<file path="config.mk">
export PLATFORM = sky130hd
export DESIGN_NAME = time_set_ctrl_flat
export DESIGN_NICKNAME = d
export VERILOG_FILES = /design/src/rtl/time_set_if.sv /design/src/rtl/time_set_ctrl.sv /design/src/flat_wrapper.sv
export SDC_FILE = /design/constraint.sdc
export NUM_CORES = 1
export LEC_CHECK = 0
export CAP_MARGIN = 20
export CELL_PAD_IN_SITES_DETAIL_PLACEMENT = 0
export CELL_PAD_IN_SITES_GLOBAL_PLACEMENT = 1
export CORE_MARGIN = 10
export CORE_UTILIZATION = 34
export CTS_CLUSTER_DIAMETER = 80
export DETAILED_ROUTE_END_ITERATION = 6
export PLACE_DENSITY = 0.82
export SYNTH_ARGS = -nofsm -noshare
export SYNTH_HDL_FRONTEND = slang
export SYNTH_SLANG_ARGS = --single-unit
</file>
<file path="constraint.sdc">
create_clock -name clk -period 1.8 [get_ports clk]
set_input_delay 0.36 -clock clk [delete_from_list [all_inputs] [get_ports clk]]
set_output_delay 0.36 -clock clk [all_outputs]
set_load 0.02 [all_outputs]
</file>
<file path="src/rtl/time_set_if.sv">
`timescale 1ns/1ps
// Time-set bundle between the front-panel controller and the rest of the
// system: debounced button pulses and the running time coming in, counter
// command / edited time / UI status going out.
//   master : controller side (drives state, timeset, field_sel, editing)
//   slave  : panel + counter side (drives buttons and present_time)
interface time_set_if;
    logic        btn_mode;
    logic        btn_next;
    logic        btn_inc;
    logic        btn_dec;
    logic [18:0] present_time;
    logic [1:0]  state;
    logic [18:0] timeset;
    logic [1:0]  field_sel;
    logic        editing;

    modport master (
        input  btn_mode, btn_next, btn_inc, btn_dec, present_time,
        output state, timeset, field_sel, editing
    );

    modport slave (
        output btn_mode, btn_next, btn_inc, btn_dec, present_time,
        input  state, timeset, field_sel, editing
    );
endinterface

</file>
<file path="src/rtl/time_set_ctrl.sv">
`timescale 1ns/1ps
// Front-panel time-set controller for the 12-hour BCD time counter.
// Snapshots present_time, lets the user edit hour/minute/second with pulse
// buttons, then holds the counter in load (state=01) for COMMIT_CYCLES clocks.
//
// Ports:
//   clk  - system clock
//   rst  - asynchronous active-high reset
//   bus  - time_set_if.master: btn_mode/next/inc/dec, present_time in;
//          state, timeset, field_sel, editing out (all registered)
//
// Time packing: [18] hour10, [17:14] hour, [13:11] min10, [10:7] min,
//               [6:4] sec10, [3:0] sec
//
// state  | meaning
// -------+---------------------------------------------------------------
// RUN    | counter running (00); mode enters EDIT with a snapshot
// EDIT   | counter frozen (10); next/inc/dec edit timeset; mode commits
// COMMIT | counter loads timeset (01) for COMMIT_CYCLES clocks, then RUN
module time_set_ctrl #(
    parameter int COMMIT_CYCLES = 1
) (
    input  logic       clk,
    input  logic       rst,
    time_set_if.master bus
);

    localparam int CW = (COMMIT_CYCLES > 2) ? $clog2(COMMIT_CYCLES) : 1;

    // Encodings double as the counter command, so state is the FSM register.
    typedef enum logic [1:0] {
        RUN    = 2'b00,
        COMMIT = 2'b01,
        EDIT   = 2'b10
    } fsm_t;

    fsm_t          fsm;
    logic [CW-1:0] commit_cnt;
    logic [18:0]   timeset_r;
    logic [1:0]    field_sel_r;
    logic          editing_r;

    // Minutes/seconds field {tens[2:0], units[3:0]}, 00..59, wraps in place.
    // An out-of-range value is replaced by 00 on the first step.
    function automatic logic [6:0] ms_step(input logic [6:0] f, input logic up);
        logic [2:0] t;
        logic [3:0] u;
        t = f[6:4];
        u = f[3:0];
        if (t > 3'd5 || u > 4'd9) begin
            return 7'd0;
        end
        if (up) begin
            if (u == 4'd9) begin
                u = 4'd0;
                t = (t == 3'd5) ? 3'd0 : t + 3'd1;
            end else begin
                u = u + 4'd1;
            end
        end else begin
            if (u == 4'd0) begin
                u = 4'd9;
                t = (t == 3'd0) ? 3'd5 : t - 3'd1;
            end else begin
                u = u - 4'd1;
            end
        end
        return {t, u};
    endfunction

    // Hour field {hour10, hour[3:0]}, 00..11, wraps in place.
    function automatic logic [4:0] hr_step(input logic [4:0] f, input logic up);
        logic       t;
        logic [3:0] u;
        logic       valid;
        t = f[4];
        u = f[3:0];
        valid = t ? (u <= 4'd1) : (u <= 4'd9);
        if (!valid) begin
            return 5'd0;
        end
        if (up) begin
            if (t && u == 4'd1) begin
                t = 1'b0;
                u = 4'd0;
            end else if (!t && u == 4'd9) begin
                t = 1'b1;
                u = 4'd0;
            end else begin
                u = u + 4'd1;
            end
        end else begin
            if (t && u == 4'd0) begin
                t = 1'b0;
                u = 4'd9;
            end else if (!t && u == 4'd0) begin
                t = 1'b1;
                u = 4'd1;
            end else begin
                u = u - 4'd1;
            end
        end
        return {t, u};
    endfunction

    always_ff @(posedge clk or posedge rst) begin
        if (rst) begin
            fsm         <= RUN;
            commit_cnt  <= '0;
            timeset_r   <= '0;
            field_sel_r <= 2'b10;
            editing_r   <= 1'b0;
        end else begin
            case (fsm)
                RUN: begin
                    if (bus.btn_mode) begin
                        fsm         <= EDIT;
                        timeset_r   <= bus.present_time;
                        field_sel_r <= 2'b10;
                        editing_r   <= 1'b1;
                    end
                end
                EDIT: begin
                    if (bus.btn_mode) begin
                        fsm        <= COMMIT;
                        editing_r  <= 1'b0;
                        commit_cnt <= CW'(COMMIT_CYCLES - 1);
                    end else if (bus.btn_next) begin
                        case (field_sel_r)
                            2'b10:   field_sel_r <= 2'b01;
                            2'b01:   field_sel_r <= 2'b00;
                            default: field_sel_r <= 2'b10;
                        endcase
                    end else if (bus.btn_inc ^ bus.btn_dec) begin
                        // inc and dec together cancel; exactly one selects direction
                        case (field_sel_r)
                            2'b10:   timeset_r[18:14] <= hr_step(timeset_r[18:14], bus.btn_inc);
                            2'b01:   timeset_r[13:7]  <= ms_step(timeset_r[13:7], bus.btn_inc);
                            2'b00:   timeset_r[6:0]   <= ms_step(timeset_r[6:0], bus.btn_inc);
                            default: ;
                        endcase
                    end
                end
                COMMIT: begin
                    if (commit_cnt == '0) begin
                        fsm <= RUN;
                    end else begin
                        commit_cnt <= commit_cnt - CW'(1);
                    end
                end
                default: fsm <= RUN;
            endcase
        end
    end

    assign bus.state     = fsm;
    assign bus.timeset   = timeset_r;
    assign bus.field_sel = field_sel_r;
    assign bus.editing   = editing_r;

endmodule
</file>
<file path="src/flat_wrapper.sv">
// flat-port wrapper written by rule: the top's interface ports become plain ports
module time_set_ctrl_flat 
#(
    parameter int COMMIT_CYCLES = 1
)
  (clk, rst, bus_btn_mode, bus_btn_next, bus_btn_inc, bus_btn_dec, bus_present_time, bus_state, bus_timeset, bus_field_sel, bus_editing);
  time_set_if bus_i ();
  input  logic clk;
  input  logic rst;
  input wire logic [$bits(bus_i.btn_mode)-1:0] bus_btn_mode;
  input wire logic [$bits(bus_i.btn_next)-1:0] bus_btn_next;
  input wire logic [$bits(bus_i.btn_inc)-1:0] bus_btn_inc;
  input wire logic [$bits(bus_i.btn_dec)-1:0] bus_btn_dec;
  input wire logic [$bits(bus_i.present_time)-1:0] bus_present_time;
  output wire logic [$bits(bus_i.state)-1:0] bus_state;
  output wire logic [$bits(bus_i.timeset)-1:0] bus_timeset;
  output wire logic [$bits(bus_i.field_sel)-1:0] bus_field_sel;
  output wire logic [$bits(bus_i.editing)-1:0] bus_editing;
  assign bus_i.btn_mode = bus_btn_mode;
  assign bus_i.btn_next = bus_btn_next;
  assign bus_i.btn_inc = bus_btn_inc;
  assign bus_i.btn_dec = bus_btn_dec;
  assign bus_i.present_time = bus_present_time;
  assign bus_state = bus_i.state;
  assign bus_timeset = bus_i.timeset;
  assign bus_field_sel = bus_i.field_sel;
  assign bus_editing = bus_i.editing;
  time_set_ctrl #(.COMMIT_CYCLES(COMMIT_CYCLES)) u_core (.clk(clk), .rst(rst), .bus(bus_i));
endmodule
</file>
==> qor.txt <==
outcome: complete, no violations
non-filler cells, final: 401
number of cells on the worst reg-to-reg path: 7
# nets final: 368
max cap viols: 0
average instance area after synthesis: 8.34 um2
global router's overall resource usage: 12.5%
DRT Wirelength: 6310 um
DRC violation count after routing: 0
clock tree from TritonCTS: done
terminus of the critical flop-to-flop path: u_core.bus.timeset[13]$_DFFE_PP0P_
post-synthesis mux area share: 2.56%
Max stage delay on crit path: 0.45 ns
number of pins with negative max-slew slack in the final report: 0
xor/xnor cell area share of the yosys netlist: 1.63%
Cell Area, Synth: 2150 um2
crit path max fanout: 3
adder-cell share of the synthesized area: 9.31%
Chip Width: 99.5 um
Hold Crit Class: in -> async
CTS Hold Buffers Added: 0
Port Buf Inserts: 48
number of distinct library cells after synthesis: 57
total of flip-flops plus latches after synthesis: 24
via total after detailed routing: 2212
worst IR drop on VDD: 961 uV
crit share post-route: 97.8%
average routed wire per standard cell: 15.7 um
layout cells sized above 1: 26.1%
combinational family with the most area after synthesis: compound AO/OA/AOI/OAI gates
post-route antenna net violation count: 0
number of buffer and inverter stages on the critical path: 1
via density per instance: 5.52
unrepaired setup endpoints after global routing: yes
largest net degree at the start of global routing: 25
Req. time, crit path: 1.96 ns
Seq. cell area: 614 um2
number of optimization iterations in the first detailed-route pass: 4
final hold violations: 0
register-to-register setup slack: 0.04 ns
flip-flop cell with the highest count after synthesis: dfrtp_1
Critical Path Start Type: flip-flop
Synth Area in Compound Gates: 31.9%
highest-delay cell along the critical path: dfrtp_2
Vert. Die Dim: 99.5 um
Rows: 28
type of the worst setup path: reg -> reg
Leakage Power: 0.00135 uW
fill cell total of the finished layout: 583
Core Box Area: 6030 um2
number of cells after detailed placement: 396
number of antenna violations at the first check in global routing: 0
FFs w/ async S/R, synth: 100%
cell-by-cell listing of the critical path: inv_2 -> ha_4 -> or3b_4 -> a21o_1 -> a311o_1 -> nand2_1 -> a31oi_1
number of instances in the synthesized netlist: 258
multi-input combinational cell area: 1500 um2
starting utilization of the core area: 35.7%
hold slack final: 0.441 ns
sequential fraction of the synthesis area: 28.0%
count of clock tree sinks: 24
Final Critical Period: 1.76 ns
Crit path arrival time: 1.92 ns
Syn-to-layout area delta: 44.1%
max frequency: 568 MHz
Clk Latency, worst-skew pair: 0.27 ns
Die ar.: 9910 um2
number of global-route vias before repair: 2165
aggregate global routing overflow: 0
total power: 5260 uW
global-route wire length before repair: 10500 um
Starting DRT DRC Count: 111
kind of cell adding the most delay to the critical path: compound AO/OA/AOI/OAI gates
RePlAce Congestion: 0.843
count of boundary I/O pins: 49
root buf cell: clkbuf_8
power density cells: 1700 nW/um2
final total negative setup slack: 0 ns
RR Startpoint: u_core.bus.timeset[7]$_DFFE_PP0P_
maximum clock skew at final layout: 0.00384 ns
Bufs on Longest Clock Path: 2
H-tree lvl count: 1
number of inserted diodes: 0
tightest slew margin relative to the limit: 76.5%
capturing element type of the critical path: flip-flop
number of enable flip-flop cells after synthesis: 0
DPL Wire Length: 4800 um
final count of negative-setup-slack endpoints: 0
simple-gate share of the synthesized area: 18.9%
synthesized netlist net count: 299
synthesis warning total: 0
post-CTS clock slew at the launch and capture registers of the worst setup and hold paths: 0.10 ns
CTS Buf Count: 3
pin slew with the least headroom to its limit: 0.353 ns
-- cell usage in the layout (no fill, tap or decap), types with 4 or more instances in the layout --
master / instances
buf_4: 33
clkdlybuf4s50_1: 32
a21oi_1: 26
o21ai_0: 17
nand2_1: 17
nor2_1: 16
dlymetal6s2s_1: 13
dfrtp_1: 13
nand3_1: 10
inv_1: 10
ha_1: 10
dfrtp_2: 10
nand2b_1: 6
o21bai_1: 5
a32oi_1: 5
nand3b_1: 4
inv_2: 4
o211ai_1: 4
ha_4: 4
clkbuf_8: 4
-- how the worst max path moves through the flow --
| stage | from | to | depth (start not counted) |
|---|---|---|---|
| 4_1_cts | u_core.bus.timeset[6]$_DFFE_PP0P_ | bus_timeset[6] | 1 |
| 5_1_grt | u_core.bus.timeset[14]$_DFFE_PP0P_ | u_core.bus.timeset[15]$_DFFE_PP0P_ | 7 |
| 3_5_place_dp | bus_btn_mode | u_core.bus.timeset[6]$_DFFE_PP0P_ | 6 |
| 3_3_place_gp | bus_btn_mode | u_core.bus.timeset[6]$_DFFE_PP0P_ | 6 |
| 6_report | u_core.bus.timeset[7]$_DFFE_PP0P_ | u_core.bus.timeset[13]$_DFFE_PP0P_ | 7 |
| 2_1_floorplan | u_core.bus.timeset[7]$_DFFE_PP0P_ | u_core.bus.timeset[13]$_DFFE_PP0P_ | 7 |
-- registers in the layout, summed over array words and instances, names as in the netlist --
| name | cells |
|---|---|
| u_core.bus.timeset | 19 |
| u_core.bus.field_sel | 2 |
| u_core.bus.state | 2 |
| u_core.bus.editing | 1 |
-- layout make-up --
| class | count | area share, % |
|---|---|---|
| clock buffer | 4 | 1.78 |
| timing repair buffer | 83 | 25.2 |
| tap | 75 | 3.03 |
| inverter | 14 | 1.70 |
| multi-input combinational | 201 | 48.5 |
| sequential | 24 | 19.8 |
-- synth_stat cells, types with 4 or more instances --
library cell,instances,area (um2)
nand3_1,11,55.1
a32oi_1,5,43.8
nand2b_1,6,37.5
nor3b_1,4,30.0
o211ai_1,4,30.0
nand3b_1,4,30.0
o21a_1,4,30.0
nor2_1,17,63.8
a211oi_1,4,30.0
buf_2,12,60.1
nand2_1,17,63.8
ha_1,16,200
dfrtp_1,23,576
a21oi_1,28,140
inv_1,14,52.6
o21bai_1,5,37.5
o21ai_0,17,85.1
-- routing by layer --
metal	share of wire [%]	vias up	track usage, %
met2	47	71	20.6
met4	0.98	0	3.75
met3	6.2	4	2.42
li1	-	1095	-
met5	0	-	0
met1	46	1042	15.9
-- power by group --
group | internal [uW] | total (uW) | switching (uW)
registers | 826 | 1280 | 450
logic | 1740 | 3590 | 1850
clock network | 196 | 394 | 198
-- metrics by stage --
stage	cell area (um2)	setup WS (ns)	utilization, %
after floorplan	2160	-0.00481	-
after global placement	2880	-0.244	47.7
after detailed placement	2880	-0.246	47.7
after CTS	2940	0.000627	48.8
after global routing	3100	-0.0530	51.4
final	3100	0.0390	51.4
-- logic make-up after synthesis --
logic type               Yosys count
AND/OR/NAND/NOR                   77
multiplexers                       4
buffers and inverters             33
adder cells (fa/ha/maj)           16
AO/OA/AOI/OAI                    100
flip-flops                        24
XOR/XNOR                           4
-- worst reg2reg max path: cells and delay by family (launching register included) --
family | cells | cell delay, ns
AND/OR/NAND/NOR | 2 | 0.45
flip-flops | 1 | 0.45
AO/OA/AOI/OAI | 3 | 0.52
adder cells (fa/ha/maj) | 1 | 0.14
buffers and inverters | 1 | 0.09
-- repair_timing --
item / CTS / global route
pin swaps: 0 / 7
buffers inserted: 0 / 1
setup endpoints to repair: 10 / 28
resized for setup: 9 / 40
(Power assumes the default switching activity.)
